===== src/rtl/qupls_backout_free_queue.sv =====
// qupls_backout_free_queue
// Sits behind the RAT backout machine during a branch mispredict recovery.
// Each backout write becomes one registered RAT restore write. The discarded
// new mapping from the same write goes into a small FIFO. That FIFO drains to
// the physical register free list over a valid/ready handshake.

module qupls_backout_free_queue #(
  parameter int AREG_W = 7,
  parameter int PREG_W = 9,
  parameter int DEPTH  = 16,
  parameter int AFULL  = 12
) (
  input  logic                     clk,
  input  logic                     rst,
  input  logic                     bo_wr,
  input  logic [AREG_W-1:0]        bo_areg,
  input  logic [PREG_W-1:0]        bo_preg,
  input  logic [PREG_W-1:0]        bo_nreg,
  input  logic                     restore,
  output logic                     rat_wr,
  output logic [AREG_W-1:0]        rat_areg,
  output logic [PREG_W-1:0]        rat_preg,
  output logic                     fl_valid,
  output logic [PREG_W-1:0]        fl_preg,
  input  logic                     fl_ready,
  output logic [$clog2(DEPTH):0]   count,
  output logic                     afull,
  output logic                     overflow
);

  localparam int PTR_W = $clog2(DEPTH);
  localparam int CNT_W = PTR_W + 1;

  // RAT restore path state
  logic                  ratWr_q;
  logic                  ratWr_d;
  logic [AREG_W-1:0]     ratAreg_q;
  logic [PREG_W-1:0]     ratPreg_q;

  // Free queue storage and bookkeeping
  logic [PREG_W-1:0]     mem_q [DEPTH];
  logic [PTR_W-1:0]      rdPtr_q;
  logic [PTR_W-1:0]      rdPtr_d;
  logic [PTR_W-1:0]      wrPtr_q;
  logic [PTR_W-1:0]      wrPtr_d;
  logic [CNT_W-1:0]      count_q;
  logic [CNT_W-1:0]      count_d;
  logic                  afull_q;
  logic                  overflow_q;
  logic                  overflow_d;

  logic                  pushReq;
  logic                  pushEn;
  logic                  popEn;
  logic                  full;
  logic                  empty;

  // A checkpoint restore rewrites the whole RAT, so a backout write that
  // arrives during one is cancelled. Its freed register is still queued.
  always_comb begin
    ratWr_d = bo_wr & ~restore;
  end

  // Register the RAT write. Address and data keep their last value while idle.
  always_ff @(posedge clk) begin
    if (rst) begin
      ratWr_q   <= 1'b0;
      ratAreg_q <= '0;
      ratPreg_q <= '0;
    end else begin
      ratWr_q <= ratWr_d;
      if (ratWr_d) begin
        ratAreg_q <= bo_areg;
        ratPreg_q <= bo_preg;
      end
    end
  end

  // Queue control. Register 0 is never allocated, so it is never freed.
  // A pop at full frees a slot for a push in the same cycle.
  always_comb begin
    empty      = (count_q == '0);
    full       = (count_q == CNT_W'(DEPTH));
    pushReq    = bo_wr & (bo_nreg != '0);
    popEn      = ~empty & fl_ready;
    pushEn     = pushReq & (~full | popEn);
    rdPtr_d    = rdPtr_q;
    wrPtr_d    = wrPtr_q;
    count_d    = count_q;
    overflow_d = overflow_q | (pushReq & full & ~popEn);
    if (pushEn) begin
      wrPtr_d = wrPtr_q + 1'b1;
    end
    if (popEn) begin
      rdPtr_d = rdPtr_q + 1'b1;
    end
    case ({pushEn, popEn})
      2'b10:   count_d = count_q + CNT_W'(1);
      2'b01:   count_d = count_q - CNT_W'(1);
      default: count_d = count_q;
    endcase
  end

  // Pointer, occupancy and status registers. afull is computed from the
  // next-state count so that it lines up with the count output.
  always_ff @(posedge clk) begin
    if (rst) begin
      rdPtr_q    <= '0;
      wrPtr_q    <= '0;
      count_q    <= '0;
      afull_q    <= 1'b0;
      overflow_q <= 1'b0;
    end else begin
      rdPtr_q    <= rdPtr_d;
      wrPtr_q    <= wrPtr_d;
      count_q    <= count_d;
      afull_q    <= (count_d >= CNT_W'(AFULL));
      overflow_q <= overflow_d;
    end
  end

  // Entry storage. It has no reset because the pointers and count say
  // which entries are live.
  always_ff @(posedge clk) begin
    if (pushEn && !rst) begin
      mem_q[wrPtr_q] <= bo_nreg;
    end
  end

  // Drive the outputs. fl_preg comes straight from the registered storage,
  // with no write bypass, and reads zero while the queue is empty.
  always_comb begin
    rat_wr   = ratWr_q;
    rat_areg = ratAreg_q;
    rat_preg = ratPreg_q;
    fl_valid = ~empty;
    fl_preg  = empty ? '0 : mem_q[rdPtr_q];
    count    = count_q;
    afull    = afull_q;
    overflow = overflow_q;
  end

endmodule

===== config.mk =====
export PLATFORM = sky130hd
export DESIGN_NAME = qupls_backout_free_queue
export DESIGN_NICKNAME = d
export VERILOG_FILES = /design/src/rtl/qupls_backout_free_queue.sv
export SDC_FILE = /design/constraint.sdc
export NUM_CORES = 1
export LEC_CHECK = 0
export BUFFER_PORTS_ARGS = -buffer_cell sky130_fd_sc_hd__buf_2
export CORE_ASPECT_RATIO = 0.6
export CORE_MARGIN = 2
export CORE_UTILIZATION = 60
export CTS_BUF_LIST = sky130_fd_sc_hd__clkbuf_2
export CTS_CLUSTER_SIZE = 24
export DETAILED_ROUTE_END_ITERATION = 7
export PLACE_DENSITY_LB_ADDON = 0.05
export SYNTH_ARGS = -nofsm -noshare
export SYNTH_HDL_FRONTEND = slang
export SYNTH_SLANG_ARGS = --single-unit
export TNS_END_PERCENT = 100

===== constraint.sdc =====
create_clock -name clk -period 3.8 [get_ports clk]
set_input_delay 0.57 -clock clk [delete_from_list [all_inputs] [get_ports clk]]
set_output_delay 0.57 -clock clk [all_outputs]
set_load 0.01 [all_outputs]

==> results.py, run 1 <==
metrics = {
    "run_status": {
        "outcome": "completed",
    },
    "logic_synthesis": {
        "yosysSeqAreaShare_pct": 70.60,
        "netlist_area_sq_um": 7146,
        "yosys-mux-area-fraction_pct": 14.74,
        "async_reset_ff_share_pct": 0,
        "synth-edff-count": 144,
        "synthSimpleGateAreaFrac_pct": 7.074,
        "synthFlopType": "edfxtp_1",
        "ys_ff_latch": 180,
        "synth_top_family_by_area": "multiplexers",
        "synthXorXnorAreaFrac_pct": 1.348,
        "synthCells": 416,
        "yosys.area_share.adder_pct": 1.226,
        "synthDistinctLibCells": 43,
        "synth.avg_cell_area_sq_um": 17.18,
        "yosys_warnings": 0,
        "synth.net_count": 453,
        "synth_compound_area_share_pct": 3.204,
    },
    "cts": {
        "cts_buffers": 17,
        "root_buffer": "clkbuf_2",
        "clockBufferDepth": 2,
        "clk_pin_slew_worst_paths_ns": 0.25,
        "cts_tree": "done",
        "clkLatencyLatePin_ns": 0.69,
        "cts-htree-levels": 4,
        "cts_sinks": 180,
    },
    "floorplan": {
        "rows": 30,
        "start_util_pct": 62.42,
        "die-area_sq_um": 12830,
        "core_sq_um": 11450,
        "die_h_um": 88.53,
        "pin_count": 64,
        "die_w_um": 144.9,
    },
    "sta": {
        "clock_skew_ns": 0.03509,
        "max-slew-margin-rel_pct": 30.68,
        "maxSlewViolCount": 0,
        "hold_violations": 0,
        "totalNegativeSetupSlack_ns": 0,
        "setup_viol": 0,
        "worst_pin_slew_ns": 1.036,
        "rsz0062_at_grt": "false",
        "max_freq_mhz": 284.5,
        "fin_crit_sh_pct": 92.49,
        "finalCriticalPeriod_ns": 3.515,
    },
    "placed_design": {
        "io_buffers": 63,
        "dp_hpwl_mm": 10.33,
        "place.gp.congestion": 0.8263,
    },
    "grt": {
        "grtUsageTotal_pct": 25.53,
        "grt_first_pass_wirelength_mm": 22.48,
        "gr-total-overflow": 0,
        "grt_max_degree": 37,
        "grt_pass1_vias": 3805,
        "antenna_found_initial": 1,
    },
    "detailed_routing": {
        "dr.pass1.iters": 5,
        "drc": 0,
        "final_antenna_net_count": 0,
        "wl_met1_mm": 6.700,
        "wl_mm": 15.24,
        "dr.max_layer_used": "met4",
        "drtIter0Drc": 366,
        "wl_met3_mm": 1.684,
        "wl_per_cell_um": 22.31,
        "vias": 4033,
        "wl_met2_mm": 6.765,
        "viasPerCell": 5.905,
    },
    "final_layout": {
        "final_common_cell": "edfxtp_1",
        "area_growth_pct": 13.05,
        "antenna_cells": 0,
        "layout_common_cells": "edfxtp_1, buf_2, mux4_2",
        "nets": 548,
        "fillCellCount": 740,
        "register_area_sq_um": 5049,
        "multiInputGateArea_sq_um": 1972,
        "drive_gt1_share_pct": 33.46,
    },
    "setup_path": {
        "path_class": "flip-flop to output port",
        "worstPathMaxFanout": 18,
        "setup.worst_path.end_class": "output port",
        "arrival_ns": 2.94,
        "startpoint_type": "flip-flop",
        "reg2reg_slack_ns": 0.76,
        "required_ns": 3.23,
    },
    "pwr": {
        "p_leak_nw": 2.799,
        "powerDensity_nw_per_um2": 554.2,
        "peakVddDrop_mv": 0.3458,
        "totalPowerFinal_mw": 4.477,
    },
    "worst_hold_path": {
        "hold_class": "input port to flip-flop",
    },
    "job": {
        "cap_violations": 0,
    },
}
## flip-flops by register name (all words and copies together) (netlist names), named ones only
name	flops
afull	1
count	5
mem_q	144
overflow	1
rat_areg	7
rat_preg	9
rat_wr	1
rdPtr_q	4
wrPtr_q	4
## power by group
group / total (mW) / internal (mW) / switching, mW / leakage, nW
Combinational: 1.19 / 0.581 / 0.606 / 1.08
Clock: 0.963 / 0.311 / 0.653 / 0.132
Sequential: 2.33 / 2.20 / 0.125 / 1.59
## area by class of cell
class / instances / share of cell area [%]
Clock buffer: 18 / 1.115
Sequential cell: 180 / 62.50
Clock inverter: 13 / 1.843
Inverter: 6 / 0.2788
Multi-Input combinational cell: 208 / 24.41
Tap cell: 160 / 2.478
Timing Repair Buffer: 98 / 7.373
## routing by layer
layer | global-route usage [%] | vias up
met1 | 39.49 | 2035
met2 | 35.25 | 207
met4 | 6.443 | 0
met5 | 0 | -
li1 | - | 1781
met3 | 8.874 | 10
## kinds of logic after synthesis
| group | Yosys count |
|---|---|
| xor+xnor | 11 |
| simple gates | 108 |
| buf+inv | 28 |
| fa+ha+maj | 7 |
| compound gates | 33 |
| flops | 180 |
| mux | 49 |
## path summary, 6_finish.rpt
| kind | to | cells past startpoint | start |
|---|---|---|---|
| hold reg to reg | rat_areg[6]$_SDFFE_PP0P_ | 2 | rat_areg[6]$_SDFFE_PP0P_ |
| hold / removal | rat_areg[1]$_SDFFE_PP0P_ | 3 | bo_areg[1] |
| setup reg to reg | afull$_SDFF_PP0_ | 10 | count[1]$_SDFF_PP0_ |
| setup / recovery | fl_preg[4] | 5 | flip-flop |
## cells in the mapped netlist (2+ instances only)
master    number  area (sq um)
nor2_1        30         112.6
a21oi_1       18         90.09
dfxtp_1       36         720.7
nand4_1        3         18.77
nand2b_1       4         25.02
mux4_2        45          1013
o22ai_1        2         12.51
xor2_1         9         78.83
xnor2_1        2         17.52
inv_1          6         22.52
clkbuf_1      14         52.55
nor2b_1       13         81.33
ha_1           7         87.58
nand2_1       42         157.7
mux2i_1        4         40.04
nor3_1         7         35.03
buf_6          2         22.52
edfxtp_1     144          4324
buf_2          4         20.02
## through the flow
stage / util [%] / std cells / hold slack, ns / instance area, sq um / setup WS, ns
3_3_place_gp: 67.84 / 645 / 0.4378 / 7766 / 0.5761
2_1_floorplan: - / 416 / 0.4678 / 7146 / 1.042
4_1_cts: 70.30 / 680 / 0.005425 / 8048 / 0.1818
3_5_place_dp: 67.84 / 645 / 0.4452 / 7766 / 0.4082
5_1_grt: 70.56 / 683 / 0.001812 / 8078 / 0.06574
6_report: 70.56 / 683 / 0.06883 / 8078 / 0.2852
## timing repair
item / 4_1_cts / 5_1_grt
gates resized for setup: 1 / 0
setup buffers: 0 / 0
endpoints found under the setup margin: 7 / 0
hold buffers: 4 / 3
endpoints found under the hold margin: 4 / 3
## critical path, cell delays in order (launching register included)
cell and delay (ns):
dfxtp_4 0.65, buf_4 0.30, mux4_2 0.54, mux4_2 0.48
nor2b_1 0.14, buf_2 0.14
(Power assumes the default switching activity.)
==> inputs of run 2 (changes only) <==
--- a/config.mk
+++ b/config.mk
@@ -9,10 +9,11 @@
 export CORE_ASPECT_RATIO = 0.6
 export CORE_MARGIN = 2
 export CORE_UTILIZATION = 60
-export CTS_BUF_LIST = sky130_fd_sc_hd__clkbuf_2
+export CTS_BUF_LIST = sky130_fd_sc_hd__clkbuf_8
 export CTS_CLUSTER_SIZE = 24
 export DETAILED_ROUTE_END_ITERATION = 7
 export PLACE_DENSITY_LB_ADDON = 0.05
+export SETUP_SLACK_MARGIN = 0.2
 export SYNTH_ARGS = -nofsm -noshare
 export SYNTH_HDL_FRONTEND = slang
 export SYNTH_SLANG_ARGS = --single-unit
==> run 2 against run 1 <==
Total power up 6.8%. Cell area up 0.96%. Clock power up 33%. Utilization up 0.68 points. First-iteration DRC count down 1.4%. Setup slack better by 0.28 ns. Sequential power about the same. Critical endpoint unchanged. Highest routed layer unchanged.
==> results.py, run 2 (synthesis gave the netlist of run 1 again) <==
metrics = {
    "grt": {
        "grt_max_degree": 37,
        "use_met1_pct": 39.92,
        "grtUsageTotal_pct": 25.76,
        "gr-total-overflow": 0,
        "grt_use_met2_pct": 34.86,
        "gr-usage-met3_pct": 9.416,
        "grt_first_pass_wirelength_mm": 22.54,
        "busiest_layer": "met1",
        "grt_pass1_vias": 3788,
        "antenna_found_initial": 1,
    },
    "final_layout": {
        "nets": 541,
        "drive_gt1_share_pct": 33.72,
        "layout_common_cells": "edfxtp_1, buf_2, mux4_2",
        "fillCellCount": 727,
        "area_growth_pct": 14.13,
        "antenna_cells": 0,
        "largest_register": "mem_q",
        "final_util_pct": 71.24,
        "largest_reg_flops": 144,
        "final_common_cell": "edfxtp_1",
    },
    "run_status": {
        "outcome": "completed",
    },
    "cts": {
        "post_cts_buffers": 0,
        "cts_sinks": 180,
        "cts_buffers": 17,
        "holdBufCountCts": 0,
        "clkLatencyLatePin_ns": 0.46,
        "cts-htree-levels": 4,
        "clk_pin_slew_worst_paths_ns": 0.10,
        "cts_tree": "done",
        "cts_resized": 0,
        "root_buffer": "clkbuf_8",
        "clockBufferDepth": 2,
    },
    "detailed_routing": {
        "final_antenna_net_count": 0,
        "drtIter0Drc": 361,
        "wl_per_cell_um": 22.74,
        "vias": 4054,
        "viasPerCell": 5.997,
        "wl_mm": 15.37,
        "dr.pass1.iters": 5,
        "drc": 0,
    },
    "placed_design": {
        "place.gp.congestion": 0.8263,
        "dp_hpwl_mm": 10.33,
        "io_buffers": 63,
    },
    "floorplan": {
        "die_w_um": 144.9,
        "rows": 30,
        "die-area_sq_um": 12830,
        "die_h_um": 88.53,
        "pin_count": 64,
        "start_util_pct": 62.42,
        "core_sq_um": 11450,
    },
    "sta": {
        "maxSlewViolCount": 0,
        "totalNegativeSetupSlack_ns": 0,
        "worst_pin_slew_ns": 1.029,
        "finalCriticalPeriod_ns": 3.237,
        "max-slew-margin-rel_pct": 31.14,
        "setup_viol": 0,
        "hold_violations": 0,
        "clock_skew_ns": 0.01370,
        "fin_crit_sh_pct": 85.18,
        "max_freq_mhz": 308.9,
        "rsz0062_at_grt": "false",
    },
    "setup_path": {
        "path_class": "flip-flop to output port",
        "cpMostUsedCell": "mux4_2",
        "crit_family": "multiplexers",
        "setup.worst_path.end_class": "output port",
        "slowest_stage": "dfxtp_4",
        "worstPathMaxFanout": 18,
        "startpoint_type": "flip-flop",
        "required_ns": 3.23,
        "arrival_ns": 2.67,
        "path_buf_inv": 2,
        "path_cells": "buf_4 > mux4_2 > mux4_2 > nor2b_1 > buf_2",
        "cpPeakStageDelay_ns": 0.60,
    },
    "pwr": {
        "switchingPower_mw": 1.419,
        "pwr-share-comb_pct": 24.7,
        "power.share.sequential_pct": 48.6,
        "p_sw_share_pct": 29.66,
        "p_leak_nw": 2.823,
        "powerDensity_nw_per_um2": 586.4,
        "peakVddDrop_mv": 0.3296,
        "clkPwrFrac_pct": 26.7,
        "p_int_mw": 3.363,
    },
    "worst_hold_path": {
        "hold_class": "input port to flip-flop",
    },
    "job": {
        "cap_violations": 0,
    },
}
-- run 2: changes by cell type in the layout (fill, tap and decap cells not counted), sizes merged --
cell         change
dlygate4sd3      -7
inv              +1
clkbuf           -1
-- run 2: worst min-delay path, delay by kind of cell --
kind / cells / cell delay [ns]
buffers and inverters: 1 / 0.09
AND/OR/NAND/NOR: 1 / 0.04
AO/OA/AOI/OAI: 1 / 0.05
-- run 2: final timing paths --
path                             from                        to  slack (ns)  cells past startpoint
max reg2reg       count[1]$_SDFF_PP0_          afull$_SDFF_PP0_        0.78                     10
min reg2reg  rat_areg[6]$_SDFFE_PP0P_  rat_areg[6]$_SDFFE_PP0P_        0.46                      2
max                         flip-flop                fl_preg[4]        0.56                      5
min                        bo_preg[7]  rat_preg[7]$_SDFFE_PP0P_        0.34                      3
-- run 2: layout make-up --
type / count / area (sq um) / area share [%]
clock buffers: 17 / 234.0 / 2.869
clock inverters: 14 / 152.6 / 1.872
inverters: 6 / 22.52 / 0.2762
multi-input cells: 208 / 1972 / 24.18
flip-flops and latches: 180 / 5049 / 61.91
well taps: 160 / 200.2 / 2.455
repair buffers: 91 / 525.5 / 6.444
-- run 2: stage by stage --
| step | instance area, sq um | cells | total power, mW | hold WS (ns) | worst slack [ns] |
|---|---|---|---|---|---|
| after floorplan | 7146 | 416 | 3.159 | 0.4678 | 1.042 |
| after global placement | 7766 | 645 | 3.520 | 0.4378 | 0.5761 |
| after detailed placement | 7766 | 645 | 3.544 | 0.4452 | 0.4082 |
| after CTS | 8153 | 676 | 4.797 | 0.3213 | 0.2797 |
| after global routing | 8155 | 676 | 5.000 | 0.3140 | 0.4189 |
| final | 8155 | 676 | 4.782 | 0.3350 | 0.5632 |
-- run 2: per-layer routing --
metal  wire length [um]  share of wire (%)  up-vias
met4                176                1.1        0
met3               1630                 11       18
met2               6520                 42      214
li1                   -                  -     1770
met5                  0                  0        -
met1               7047                 46     2052
-- run 2: power groups by stage --
| stage | sequential, mW | clock [mW] | combinational, mW |
|---|---|---|---|
| 3_5_place_dp | 2.37 | 0 | 1.18 |
| 4_1_cts | 2.32 | 1.29 | 1.18 |
| 2_1_floorplan | 2.31 | 0 | 0.851 |
| 3_3_place_gp | 2.36 | 0 | 1.16 |
| 6_report | 2.32 | 1.28 | 1.18 |
| 5_1_grt | 2.34 | 1.37 | 1.29 |
==> inputs of run 3 (changes only) <==
--- a/config.mk
+++ b/config.mk
@@ -13,6 +13,8 @@
 export CTS_CLUSTER_SIZE = 24
 export DETAILED_ROUTE_END_ITERATION = 7
 export PLACE_DENSITY_LB_ADDON = 0.05
+export RECOVER_POWER = 25
+export REMOVE_ABC_BUFFERS = 1
 export SETUP_SLACK_MARGIN = 0.2
 export SYNTH_ARGS = -nofsm -noshare
 export SYNTH_HDL_FRONTEND = slang
==> run 3 against run 2 <==
Via count down 3.9%. Setup slack better by 0.15 ns. Die area unchanged. Register-to-register slack better by 0.11 ns. Utilization up 0.065 points. Flip-flop and latch count unchanged. Critical path depth unchanged. Critical path type unchanged. Critical endpoint is now fl_preg[0].
==> results.py, run 3 (synthesis gave the netlist of run 1 again) <==
metrics = {
    "run_status": {
        "outcome": "completed",
    },
    "sta": {
        "clock_skew_ns": 0.01245,
        "maxSlewViolCount": 0,
        "finalCriticalPeriod_ns": 3.088,
        "hold_violations": 0,
        "fin_crit_sh_pct": 81.26,
        "fin_ws_ns": 0.7122,
        "whs_ns": 0.3404,
        "setup_viol": 0,
        "max_freq_mhz": 323.9,
        "max-slew-margin-rel_pct": 29.43,
        "rsz0062_at_grt": "false",
        "totalNegativeSetupSlack_ns": 0,
        "worst_pin_slew_ns": 1.055,
    },
    "cts": {
        "cts_buffers": 17,
        "cts-htree-levels": 4,
        "cts_sinks": 180,
        "cts_resized": 0,
        "cts_tree": "done",
        "clk_pin_slew_worst_paths_ns": 0.10,
        "clockBufferDepth": 2,
        "clkLatencyLatePin_ns": 0.45,
        "holdBufCountCts": 0,
        "post_cts_buffers": 0,
        "root_buffer": "clkbuf_8",
    },
    "detailed_routing": {
        "dr.max_layer_used": "met4",
        "final_antenna_net_count": 0,
        "vias": 3896,
        "dr.pass1.iters": 5,
        "drtIter0Drc": 336,
        "drc": 0,
        "wl_met2_mm": 6.412,
        "wl_mm": 14.61,
        "viasPerCell": 5.798,
        "wl_met1_mm": 6.833,
        "wl_met3_mm": 1.246,
        "wl_per_cell_um": 21.74,
    },
    "placed_design": {
        "place.gp.congestion": 0.8580,
        "dp_hpwl_mm": 9.332,
        "io_buffers": 63,
        "place_ws_ns": 0.4815,
        "placed_cells": 640,
        "dpl-instance-area_sq_um": 7741,
    },
    "final_layout": {
        "area_growth_pct": 14.24,
        "nets": 536,
        "layout_common_cells": "edfxtp_1, buf_2, mux4_2",
        "drive_gt1_share_pct": 31.84,
        "final_common_cell": "edfxtp_1",
        "final_design_area_no_fill_sq_um": 8163,
        "largest_reg_flops": 144,
        "final_cells": 672,
        "largest_register": "mem_q",
        "antenna_cells": 0,
        "final_util_pct": 71.30,
    },
    "setup_path": {
        "setup.worst_path.end_class": "output port",
        "cpMostUsedCell": "mux4_2",
        "arrival_ns": 2.52,
        "worstPathMaxFanout": 36,
        "path_class": "flip-flop to output port",
        "path_buf_inv": 2,
        "path_cells": "buf_12 > mux4_2 > mux4_2 > nor2b_1 > buf_2",
        "slowest_stage": "mux4_2",
        "crit_family": "multiplexers",
        "cpPeakStageDelay_ns": 0.57,
        "startpoint_type": "flip-flop",
        "required_ns": 3.23,
    },
    "grt": {
        "grt_first_pass_wirelength_mm": 21.75,
        "gr-total-overflow": 0,
        "grtUsageTotal_pct": 24.80,
        "grt_max_degree": 37,
        "grt_pass1_vias": 3635,
        "antenna_found_initial": 0,
    },
    "pwr": {
        "peakVddDrop_mv": 0.3393,
        "powerDensity_nw_per_um2": 591.5,
        "totalPowerFinal_mw": 4.828,
        "p_leak_nw": 2.816,
    },
    "floorplan": {
        "start_util_pct": 62.42,
        "die_w_um": 144.9,
        "pin_count": 64,
        "core_sq_um": 11450,
        "rows": 30,
        "die-area_sq_um": 12830,
        "die_h_um": 88.53,
    },
    "worst_hold_path": {
        "hold_class": "input port to flip-flop",
    },
    "job": {
        "cap_violations": 0,
    },
}
==> run 3: worst paths after layout <==
path,from,cells past startpoint,slack [ns],to
worst max-delay path,flip-flop,5,0.71,fl_preg[0]
worst min-delay path,bo_preg[4],3,0.34,rat_preg[4]$_SDFFE_PP0P_
worst max register to register,count[1]$_SDFF_PP0_,10,0.89,afull$_SDFF_PP0_
worst min register to register,rat_preg[4]$_SDFFE_PP0P_,2,0.46,rat_preg[4]$_SDFFE_PP0P_
==> run 3: layout make-up <==
class,instances,area (sq um)
timing repair buffer,86,491.7
clock inverter,15,196.4
tap,160,200.2
clock buffer,17,234.0
inverter,6,22.52
sequential,180,5046
fill,749,3286
multi-input combinational,208,1972
==> run 3: where the power goes <==
part / internal (mW) / switching [mW]
Sequential: 2.20 / 0.0740
Combinational: 0.555 / 0.605
Clock: 0.674 / 0.723
==> run 3: metal layers <==
metal	global-route usage, %	up-vias
li1	-	1765
met1	38.18	1969
met2	35.72	151
met3	7.359	11
met4	5.825	0
met5	0	-
==> run 3: worst min-delay path, stage by stage <==
cell,delay [ns]
buf_2,0.09
nand2_1,0.04
a21oi_1,0.05
